$ cat src/rtl/mips_dmem_responder_if.sv
// Request/response channel between the MEM-stage initiator and the data-memory responder.
// Two independent valid/ready handshakes: one for requests, one for responses.
interface mips_dmem_responder_if;
  logic        req_valid;
  logic        req_ready;
  logic        req_we;
  logic [31:0] req_addr;
  logic [31:0] req_wdata;
  logic        rsp_valid;
  logic        rsp_ready;
  logic [31:0] rsp_rdata;
  logic        rsp_err;

  modport master (
    output req_valid, req_we, req_addr, req_wdata, rsp_ready,
    input  req_ready, rsp_valid, rsp_rdata, rsp_err
  );

  modport slave (
    input  req_valid, req_we, req_addr, req_wdata, rsp_ready,
    output req_ready, rsp_valid, rsp_rdata, rsp_err
  );
endinterface

$ cat src/rtl/mips_dmem_responder.sv
// Handshaked word-addressed data memory with programmable wait states and range error.
// One transaction in flight: IDLE accepts, WAIT burns WAIT_CYCLES, RESP holds the result.
module mips_dmem_responder #(
  parameter int DEPTH       = 16,
  parameter int WAIT_CYCLES = 0
) (
  input logic                  clkP,
  input logic                  rst,
  mips_dmem_responder_if.slave bus
);
  localparam int         AW      = (DEPTH > 1) ? $clog2(DEPTH) : 1;
  localparam logic [3:0] WAIT_LD = 4'(WAIT_CYCLES);

  typedef enum logic [1:0] {S_IDLE, S_WAIT, S_RESP} state_t;

  state_t      r_state;
  state_t      w_next;
  logic        r_we;
  logic [31:0] r_addr;
  logic [31:0] r_wdata;
  logic [3:0]  r_cnt;
  logic [31:0] r_mem [DEPTH];
  logic        r_req_ready;
  logic        r_rsp_valid;
  logic [31:0] r_rdata;
  logic        r_err;

  logic          w_accept;
  logic          w_access;
  logic          w_we;
  logic [31:0]   w_addr;
  logic [31:0]   w_wdata;
  logic          w_err;
  logic [AW-1:0] w_idx;

  assign w_accept = r_req_ready && bus.req_valid;

  always_comb begin
    w_next = r_state;
    unique case (r_state)
      S_IDLE:  if (w_accept) w_next = (WAIT_CYCLES > 0) ? S_WAIT : S_RESP;
      S_WAIT:  if (r_cnt <= 4'd1) w_next = S_RESP;
      S_RESP:  if (bus.rsp_ready) w_next = S_IDLE;
      default: w_next = S_IDLE;
    endcase
  end

  // With zero wait states the access happens on the accept edge, so bypass the latches.
  assign w_access = (w_next == S_RESP) && (r_state != S_RESP);
  assign w_we     = (r_state == S_IDLE) ? bus.req_we    : r_we;
  assign w_addr   = (r_state == S_IDLE) ? bus.req_addr  : r_addr;
  assign w_wdata  = (r_state == S_IDLE) ? bus.req_wdata : r_wdata;
  assign w_err    = (w_addr >= 32'(DEPTH));
  assign w_idx    = w_addr[AW-1:0];

  always_ff @(posedge clkP) begin
    if (rst) begin
      r_state     <= S_IDLE;
      r_we        <= 1'b0;
      r_addr      <= '0;
      r_wdata     <= '0;
      r_cnt       <= '0;
      r_req_ready <= 1'b1;
      r_rsp_valid <= 1'b0;
      r_rdata     <= '0;
      r_err       <= 1'b0;
    end else begin
      r_state     <= w_next;
      r_req_ready <= (w_next == S_IDLE);
      r_rsp_valid <= (w_next == S_RESP);
      if (w_accept) begin
        r_we    <= bus.req_we;
        r_addr  <= bus.req_addr;
        r_wdata <= bus.req_wdata;
        r_cnt   <= WAIT_LD;
      end else if (r_state == S_WAIT) begin
        r_cnt <= r_cnt - 4'd1;
      end
      if (w_access) begin
        r_err   <= w_err;
        r_rdata <= (w_we || w_err) ? 32'd0 : r_mem[w_idx];
      end
    end
  end

  // Stores commit only on the RESP entry edge, so a reset during WAIT drops them.
  always_ff @(posedge clkP) begin
    if (rst) begin
      for (int i = 0; i < DEPTH; i++) r_mem[i] <= '0;
    end else if (w_access && w_we && !w_err) begin
      r_mem[w_idx] <= w_wdata;
    end
  end

  assign bus.req_ready = r_req_ready;
  assign bus.rsp_valid = r_rsp_valid;
  assign bus.rsp_rdata = r_rdata;
  assign bus.rsp_err   = r_err;
endmodule

$ cat src/flat_wrapper.sv
// flat-port wrapper written by rule: the top's interface ports become plain ports
module mips_dmem_responder_flat 
#(
  parameter int DEPTH       = 16,
  parameter int WAIT_CYCLES = 0
)
  (clkP, rst, bus_req_valid, bus_req_we, bus_req_addr, bus_req_wdata, bus_rsp_ready, bus_req_ready, bus_rsp_valid, bus_rsp_rdata, bus_rsp_err);
  mips_dmem_responder_if bus_i ();
  input logic clkP;
  input logic rst;
  input wire logic [$bits(bus_i.req_valid)-1:0] bus_req_valid;
  input wire logic [$bits(bus_i.req_we)-1:0] bus_req_we;
  input wire logic [$bits(bus_i.req_addr)-1:0] bus_req_addr;
  input wire logic [$bits(bus_i.req_wdata)-1:0] bus_req_wdata;
  input wire logic [$bits(bus_i.rsp_ready)-1:0] bus_rsp_ready;
  output wire logic [$bits(bus_i.req_ready)-1:0] bus_req_ready;
  output wire logic [$bits(bus_i.rsp_valid)-1:0] bus_rsp_valid;
  output wire logic [$bits(bus_i.rsp_rdata)-1:0] bus_rsp_rdata;
  output wire logic [$bits(bus_i.rsp_err)-1:0] bus_rsp_err;
  assign bus_i.req_valid = bus_req_valid;
  assign bus_i.req_we = bus_req_we;
  assign bus_i.req_addr = bus_req_addr;
  assign bus_i.req_wdata = bus_req_wdata;
  assign bus_i.rsp_ready = bus_rsp_ready;
  assign bus_req_ready = bus_i.req_ready;
  assign bus_rsp_valid = bus_i.rsp_valid;
  assign bus_rsp_rdata = bus_i.rsp_rdata;
  assign bus_rsp_err = bus_i.rsp_err;
  mips_dmem_responder #(.DEPTH(DEPTH), .WAIT_CYCLES(WAIT_CYCLES)) u_core (.clkP(clkP), .rst(rst), .bus(bus_i));
endmodule
$ cat config.mk
export PLATFORM = sky130hd
export DESIGN_NAME = mips_dmem_responder_flat
export DESIGN_NICKNAME = d
export VERILOG_FILES = /design/src/rtl/mips_dmem_responder_if.sv /design/src/rtl/mips_dmem_responder.sv /design/src/flat_wrapper.sv
export SDC_FILE = /design/constraint.sdc
export NUM_CORES = 1
export LEC_CHECK = 0
export CELL_PAD_IN_SITES_DETAIL_PLACEMENT = 0
export CELL_PAD_IN_SITES_GLOBAL_PLACEMENT = 1
export CORE_ASPECT_RATIO = 1.75
export CORE_MARGIN = 1.5
export CORE_UTILIZATION = 45
export DETAILED_ROUTE_END_ITERATION = 10
export GPL_TIMING_DRIVEN = 1
export HOLD_SLACK_MARGIN = 0.02
export PLACE_DENSITY_LB_ADDON = 0.1
export SETUP_SLACK_MARGIN = 0.1
export SLEW_MARGIN = 20
export SYNTH_ARGS = -nofsm -noshare
export SYNTH_HDL_FRONTEND = slang
export SYNTH_SLANG_ARGS = --single-unit
$ cat constraint.sdc
create_clock -name clkP -period 3.6 [get_ports clkP]
set_input_delay 0.72 -clock clkP [delete_from_list [all_inputs] [get_ports clkP]]
set_output_delay 0.72 -clock clkP [all_outputs]
set_load 0.02 [all_outputs]
==> flow_summary_export.csv, run 1 <==
group,metric,value,unit
cells_and_area,num-nets-final,2332,
worst_setup_path,critPathRequiredTime,4.14,ns
synth,ys_types,51,
global_routing,overflow,0,
detailed_routing,vias_per_cell,5.79,
run,max_cap_violations,0,
clock_network,h-tree-depth,2,
die,die_area,59300,um^2
sta,worst_slew_pin_slew,1.06,ns
hold_path,min_path_type,"flop to flop",
synth,synth.avg_cell_area,12.1,um^2
die,core,57200,um^2
die,num_rows,116,
cells_and_area,postLayoutCellArea,30300,um^2
sta,finalSetupViolations,0,
cells_and_area,final_util,53.0,%
synth,synth_warnings,0,
sta,fin_crit_sh,86.7,%
worst_setup_path,cp_slowest_cell,"or2_1",
die,initial_utilization,45.4,%
worst_setup_path,cp_top_family,"compound AO/OA/AOI/OAI gates",
placed_design,gp_congestion,0.783,
worst_setup_path,path_cells,"or2_1, a31oi_4, buf_4, buf_4, o22ai_1, o21ai_0, nand4_1, o2bb2ai_1",
detailed_routing,drtPass1Iterations,5,
sta,period_minus_slack,3.12,ns
worst_setup_path,startpoint_type,"flop",
pwr,max-vdd-ir-drop,386,uV
global_routing,grt_pass1_vias,18000,
synth,ys_ff_latch,618,
clock_network,cts_buffers,55,
placed_design,dp_hpwl,49.5,mm
clock_network,cts_hold_buffers,0,
synth,synth_area,26000,um^2
detailed_routing,vias,17800,
global_routing,grt_max_degree,91,
synth,synth_nets,2216,
cells_and_area,area_growth_syn_to_layout,16.6,%
sta,maxSlewHeadroom,29.6,%
clock_network,cts_setup_buffers,0,
pwr,cellLeakagePower,10.4,nW
sta,hold_viol,0,
clock_network,clock_path_buffers,3,
worst_setup_path,worstPathBufferInverterCount,2,
clock_network,cts_tree,"done",
clock_network,cts_resized,0,
global_routing,grt_pass1_wl,116,mm
placed_design,placed_cell_area,28600,um^2
worst_setup_path,crit_fanout,21,
worst_setup_path,setup.worst_path.class,"flop to flop",
clock_network,clock-root-buffer,"clkbuf_16",
detailed_routing,remaining_drc_errors,0,
clock_network,path_clk_slew,0.06,ns
sta,max_freq,0.320,GHz
worst_setup_path,critPathMaxStageDelay,0.49,ns
cells_and_area,antenna_cells,0,
sta,drv_slew,0,
worst_setup_path,arrival,3.66,ns
sta,setup_tns,0,ns
detailed_routing,routed_wl,79.7,mm
global_routing,grt_usage,27.1,%
sta,rsz0062_at_grt,"no",
worst_setup_path,endpoint_kind,"flop",
synth,syn_inst,2145,
sta,skew,0.0166,ns
placed_design,io_buffers,103,
detailed_routing,routedWlPerCell,26.0,um
clock_network,clock_sinks,618,
run_status,status,"complete, no violations",
worst_setup_path,path_common_cell,"buf_4",
clock_network,clock_latency,0.61,ns
global_routing,antenna_found_initial,2,
sta,timing.final.ws_setup,0.479,ns
placed_design,dp_slack,-0.119,ns
sta,whs,0.453,ns
die,fp.dieH,321,um
die,die_w,185,um
pwr,power_density,507,nW/um^2
detailed_routing,first_iter_violations,1484,
detailed_routing,ant_nets,0,
synth,ys_seq_area_share,67.3,%
cells_and_area,drive_gt1_share,17.0,%
die,top_level_ports,104,
## layer usage
metal,GRT usage (%),wire length [um],up-vias
li1,-,-,8064
met1,31.2,29100,8921
met2,50.4,43200,613
met3,3.32,4220,161
met4,10.7,3140,4
met5,0,25,-
## cells in the mapped netlist (all sizes together)
master	number	area, um^2
o21ai	129	646
o2111ai	1	26.3
o31ai	1	7.51
or3	9	60.1
or2	1	6.26
o22ai	256	1600
a21oi	66	330
xor2	1	8.76
nand4	33	206
o221ai	1	8.76
and2	1	6.26
buf	144	1140
a2111oi	1	8.76
clkbuf	59	223
edfxtp	512	15400
a22o	1	8.76
o21a	1	7.51
xnor2	2	17.5
nor4bb	1	10.0
nand3	3	15.0
nand3b	4	30.0
a22oi	2	15.0
ha	2	25.0
o2bb2ai	32	280
o41ai	1	8.76
nand2b	17	106
nor3	7	51.3
a31oi	4	25.0
or3b	8	70.1
and4	1	8.76
mux2i	34	340
or2b	2	16.3
o31a	1	8.76
nor4b	2	17.5
dfxtp	106	2120
nor4	17	131
nand2	135	507
inv	21	78.8
nor2	526	2430
## final timing paths
kind	from	endpoint	slack (ns)	cells after the start
hold reg to reg	u_core.r_wdata[0]$_SDFFE_PP0P_	u_core.r_wdata[0]$_SDFFE_PP0P_	0.45	2
setup / recovery	u_core.r_state[0]$_SDFF_PP0_	u_core.bus.rsp_rdata[13]$_SDFFE_PP0N_	0.48	8
hold / removal	u_core.r_wdata[0]$_SDFFE_PP0P_	u_core.r_wdata[0]$_SDFFE_PP0P_	0.45	2
setup reg to reg	u_core.r_state[0]$_SDFF_PP0_	u_core.bus.rsp_rdata[13]$_SDFFE_PP0N_	0.48	8
## logic make-up (layout without fill, tap and decap cells)
group | after synthesis | in the layout | share of synthesized area (%)
buffers and inverters | 224 | 382 | 5.55
adders and majority gates | 2 | 2 | 0.0963
DFF | 618 | 618 | 67.3
muxes | 34 | 34 | 1.31
xor gates and xnor gates | 3 | 3 | 0.101
AOI/OAI and AO/OA | 497 | 497 | 11.5
and+or+nand+nor | 767 | 767 | 14.1
## tightest hold or removal path: stages, from the launching register on
cell     delay, ns
dfxtp_1       0.30
nand2_1       0.05
a21oi_1       0.05
## per-stage QoR
| step | total power, mW | cells |
|---|---|---|
| finish | 15.4 | 3070 |
| global route | 15.8 | 3070 |
| CTS | 15.5 | 3070 |
| detailed placement | 9.93 | 2971 |
| global placement | 9.90 | 2971 |
| floorplan | 9.07 | 2145 |
## cells in the final DEF, fill, tap and decap left out, types with 33 or more instances in the layout
| cell type | Yosys | routed |
|---|---|---|
| nand2_1 | 135 | 134 |
| nor2_1 | 444 | 442 |
| dfxtp_1 | 106 | 106 |
| a21oi_1 | 66 | 66 |
| buf_4 | 21 | 113 |
| edfxtp_1 | 512 | 512 |
| o21ai_0 | 129 | 128 |
| nand4_1 | 33 | 33 |
| nor2_4 | 50 | 52 |
| clkbuf_16 | 0 | 57 |
| clkdlybuf4s50_1 | 0 | 102 |
| buf_12 | 5 | 46 |
| o22ai_1 | 256 | 256 |
## where the power goes
group	total, mW	leakage, nW	internal, mW	switching, mW
Sequential	8.05	6.15	7.95	0.0926
Clock	5.59	0.820	2.93	2.65
Combinational	1.72	3.39	0.590	1.13
## layout make-up
cell class                 instances  area, um^2
inverter                          21        78.8
sequential                       618       17500
timing repair buffer             262        2800
clock inverter                    32         173
tap                              767         960
clock buffer                      67        1480
multi-input combinational       1303        7320
fill                            5042       26900
## flip-flops by register name (all words and copies together) (netlist names)
name	cells
u_core.bus.req_ready	1
u_core.bus.rsp_err	1
u_core.bus.rsp_rdata	32
u_core.bus.rsp_valid	1
u_core.r_addr	32
u_core.r_cnt	4
u_core.r_mem	512
u_core.r_state	2
u_core.r_wdata	32
u_core.r_we	1
(Power assumes the default switching activity.)
==> run 2: changes to the inputs <==
--- a/config.mk
+++ b/config.mk
@@ -5,15 +5,13 @@
 export SDC_FILE = /design/constraint.sdc
 export NUM_CORES = 1
 export LEC_CHECK = 0
-export CELL_PAD_IN_SITES_DETAIL_PLACEMENT = 0
-export CELL_PAD_IN_SITES_GLOBAL_PLACEMENT = 1
 export CORE_ASPECT_RATIO = 1.75
 export CORE_MARGIN = 1.5
-export CORE_UTILIZATION = 45
+export CORE_UTILIZATION = 50
 export DETAILED_ROUTE_END_ITERATION = 10
 export GPL_TIMING_DRIVEN = 1
 export HOLD_SLACK_MARGIN = 0.02
-export PLACE_DENSITY_LB_ADDON = 0.1
+export PLACE_DENSITY_LB_ADDON = 0.25
 export SETUP_SLACK_MARGIN = 0.1
 export SLEW_MARGIN = 20
 export SYNTH_ARGS = -nofsm -noshare
==> run 2 against run 1 <==
Via count is 0.37% higher. Global-route usage is 0.26 points lower. Power is 2.7% higher. Clock-buffer cell count is 4 higher. Wire length is 9.7% lower. Combinational power hardly changed. Clock power is 7.5% higher. First-iteration DRC count is 2.8% lower. Die area is 9.9% lower. Sequential power hardly changed. Final cell count is 2.5% lower. Non-clock buffer count is 17 higher. Critical path type unchanged. Largest power group unchanged.
==> flow_summary_export.csv, run 2 (synthesis results as in run 1) <==
group,metric,value,unit
die,initial_utilization,50.6,%
sta,finalSetupViolations,0,
clock_network,clock-root-buffer,"clkbuf_16",
worst_setup_path,critPathRequiredTime,4.12,ns
worst_setup_path,startpoint_type,"flop",
cells_and_area,fillers,4054,
detailed_routing,met1_length,25.0,mm
detailed_routing,remaining_drc_errors,0,
placed_design,dp.cells,2893,
cells_and_area,num-nets-final,2348,
global_routing,antenna_found_initial,0,
global_routing,grt_usage,26.8,%
global_routing,overflow,0,
global_routing,grt_max_degree,68,
clock_network,path_clk_slew,0.07,ns
clock_network,cts_setup_buffers,0,
placed_design,dp_hpwl,46.8,mm
sta,period_minus_slack,3.08,ns
die,top_level_ports,104,
cells_and_area,seqCellArea,17500,um^2
detailed_routing,wl_met3,4.56,mm
clock_network,clock_sinks,618,
sta,rsz0062_at_grt,"no",
cells_and_area,drive_gt1_share,17.5,%
worst_setup_path,arrival,3.59,ns
die,die_w,175,um
cells_and_area,final_common_cell,"edfxtp_1",
placed_design,gp_congestion,0.898,
detailed_routing,top_layer_used,"met4",
die,num_rows,110,
clock_network,cts_buffers,54,
worst_setup_path,endpoint_kind,"flop",
die,die_area,53400,um^2
run_status,status,"complete, no violations",
placed_design,dp_slack,-0.0269,ns
sta,worst_slew_pin_slew,0.796,ns
die,fp.dieH,305,um
detailed_routing,vias,17800,
sta,skew,0.0184,ns
clock_network,h-tree-depth,2,
detailed_routing,ant_nets,0,
clock_network,clock_latency,0.59,ns
sta,max_freq,0.325,GHz
pwr,cellLeakagePower,10.5,nW
cells_and_area,area_growth_syn_to_layout,17.2,%
die,core,51300,um^2
placed_design,io_buffers,103,
global_routing,grt_pass1_wl,107,mm
detailed_routing,first_iter_violations,1443,
detailed_routing,vias_per_cell,5.96,
worst_setup_path,setup.worst_path.class,"flop to flop",
pwr,power_density,518,nW/um^2
detailed_routing,routedWlPerCell,24.0,um
clock_network,cts_tree,"done",
detailed_routing,drtPass1Iterations,5,
sta,timing.final.ws_setup,0.522,ns
sta,hold_viol,0,
clock_network,cts_hold_buffers,0,
run,max_cap_violations,0,
cells_and_area,multi_input_area,7280,um^2
cells_and_area,final_cells,2993,
hold_path,min_path_type,"flop to flop",
cells_and_area,top_register,"u_core.r_mem",
cells_and_area,antenna_cells,0,
cells_and_area,final_cell_mix,"edfxtp_1, nor2_1, o22ai_1",
pwr,max-vdd-ir-drop,493,uV
detailed_routing,route.met2.wl,38.6,mm
sta,maxSlewHeadroom,46.9,%
detailed_routing,routed_wl,72.0,mm
sta,drv_slew,0,
worst_setup_path,crit_fanout,18,
sta,fin_crit_sh,85.5,%
clock_network,cts_resized,0,
clock_network,clock_path_buffers,3,
cells_and_area,largest_reg_flops,512,
worst_setup_path,rrSetupSlack,0.52,ns
global_routing,grt_pass1_vias,18000,
run 2: cell types whose count changed in the layout (fill, tap and decap cells not counted), moves of 3 or more:
cell | before | now
buf_4 | 113 | 131
clkinv_1 | 13 | 6
mux2i_1 | 8 | 14
mux2i_2 | 26 | 20
bufinv_16 | 0 | 4
clkinv_4 | 5 | 1
clkinvlp_4 | 1 | 5
clkbuf_8 | 2 | 5
or3_1 | 1 | 4
or3_2 | 7 | 4
run 2: path summary, 6_finish.rpt:
kind | startpoint | end | depth (start not counted)
hold / removal | u_core.r_wdata[7]$_SDFFE_PP0P_ | u_core.r_wdata[7]$_SDFFE_PP0P_ | 2
setup / recovery | u_core.r_state[1]$_SDFF_PP0_ | u_core.bus.rsp_rdata[28]$_SDFFE_PP0N_ | 8
setup reg to reg | u_core.r_state[1]$_SDFF_PP0_ | u_core.bus.rsp_rdata[28]$_SDFFE_PP0N_ | 8
hold reg to reg | u_core.r_wdata[7]$_SDFFE_PP0P_ | u_core.r_wdata[7]$_SDFFE_PP0P_ | 2
run 2: worst max-delay path, cell delays in order, from the launching register on:
cell       delay [ns]
dfxtp_1          0.36
or2_1            0.43
a31oi_4          0.65
buf_4            0.37
buf_4            0.26
o22ai_1          0.10
o21ai_0          0.41
nand4_1          0.21
o2bb2ai_1        0.18
run 2: per-stage QoR:
step	instance area [um^2]	hold WS (ns)	total power [mW]	utilization [%]	TNS, ns
after floorplan	26000	0.436	9.07	-	0
after global placement	28600	0.440	9.87	55.7	-0.117
after detailed placement	28600	0.445	9.90	55.7	-0.183
after CTS	30500	0.455	15.8	59.3	0
after global routing	30500	0.474	16.2	59.3	0
final	30500	0.452	15.8	59.3	0
run 2: power by group:
part           total, mW  switching (mW)  leakage [nW]  internal [mW]
registers           8.05          0.0924          6.15           7.95
clock network       6.01            2.64         0.898           3.38
logic               1.71            1.11          3.49          0.604
total               15.8            3.83          10.5           11.9
run 2: layout make-up:
cell class	count	share of cell area [%]
Clock inverter	29	0.900
Clock buffer	71	5.16
Multi-Input combinational cell	1303	23.9
Tap cell	672	2.76
Timing Repair Buffer	279	9.56
Sequential cell	618	57.5
Inverter	21	0.259
run 2: layer usage:
layer | global-route usage, % | up-vias
li1 | - | 8084
met1 | 29.7 | 8809
met2 | 49.6 | 739
met3 | 3.44 | 196
met4 | 13.8 | 0
met5 | 0 | -
==> run 3: changes to the inputs <==
--- a/config.mk
+++ b/config.mk
@@ -8,6 +8,7 @@
 export CORE_ASPECT_RATIO = 1.75
 export CORE_MARGIN = 1.5
 export CORE_UTILIZATION = 50
+export CTS_CLUSTER_DIAMETER = 80
 export DETAILED_ROUTE_END_ITERATION = 10
 export GPL_TIMING_DRIVEN = 1
 export HOLD_SLACK_MARGIN = 0.02
==> results of run 3 <==
Same layout as run 2: the final DEF is identical, and so are final timing and power.
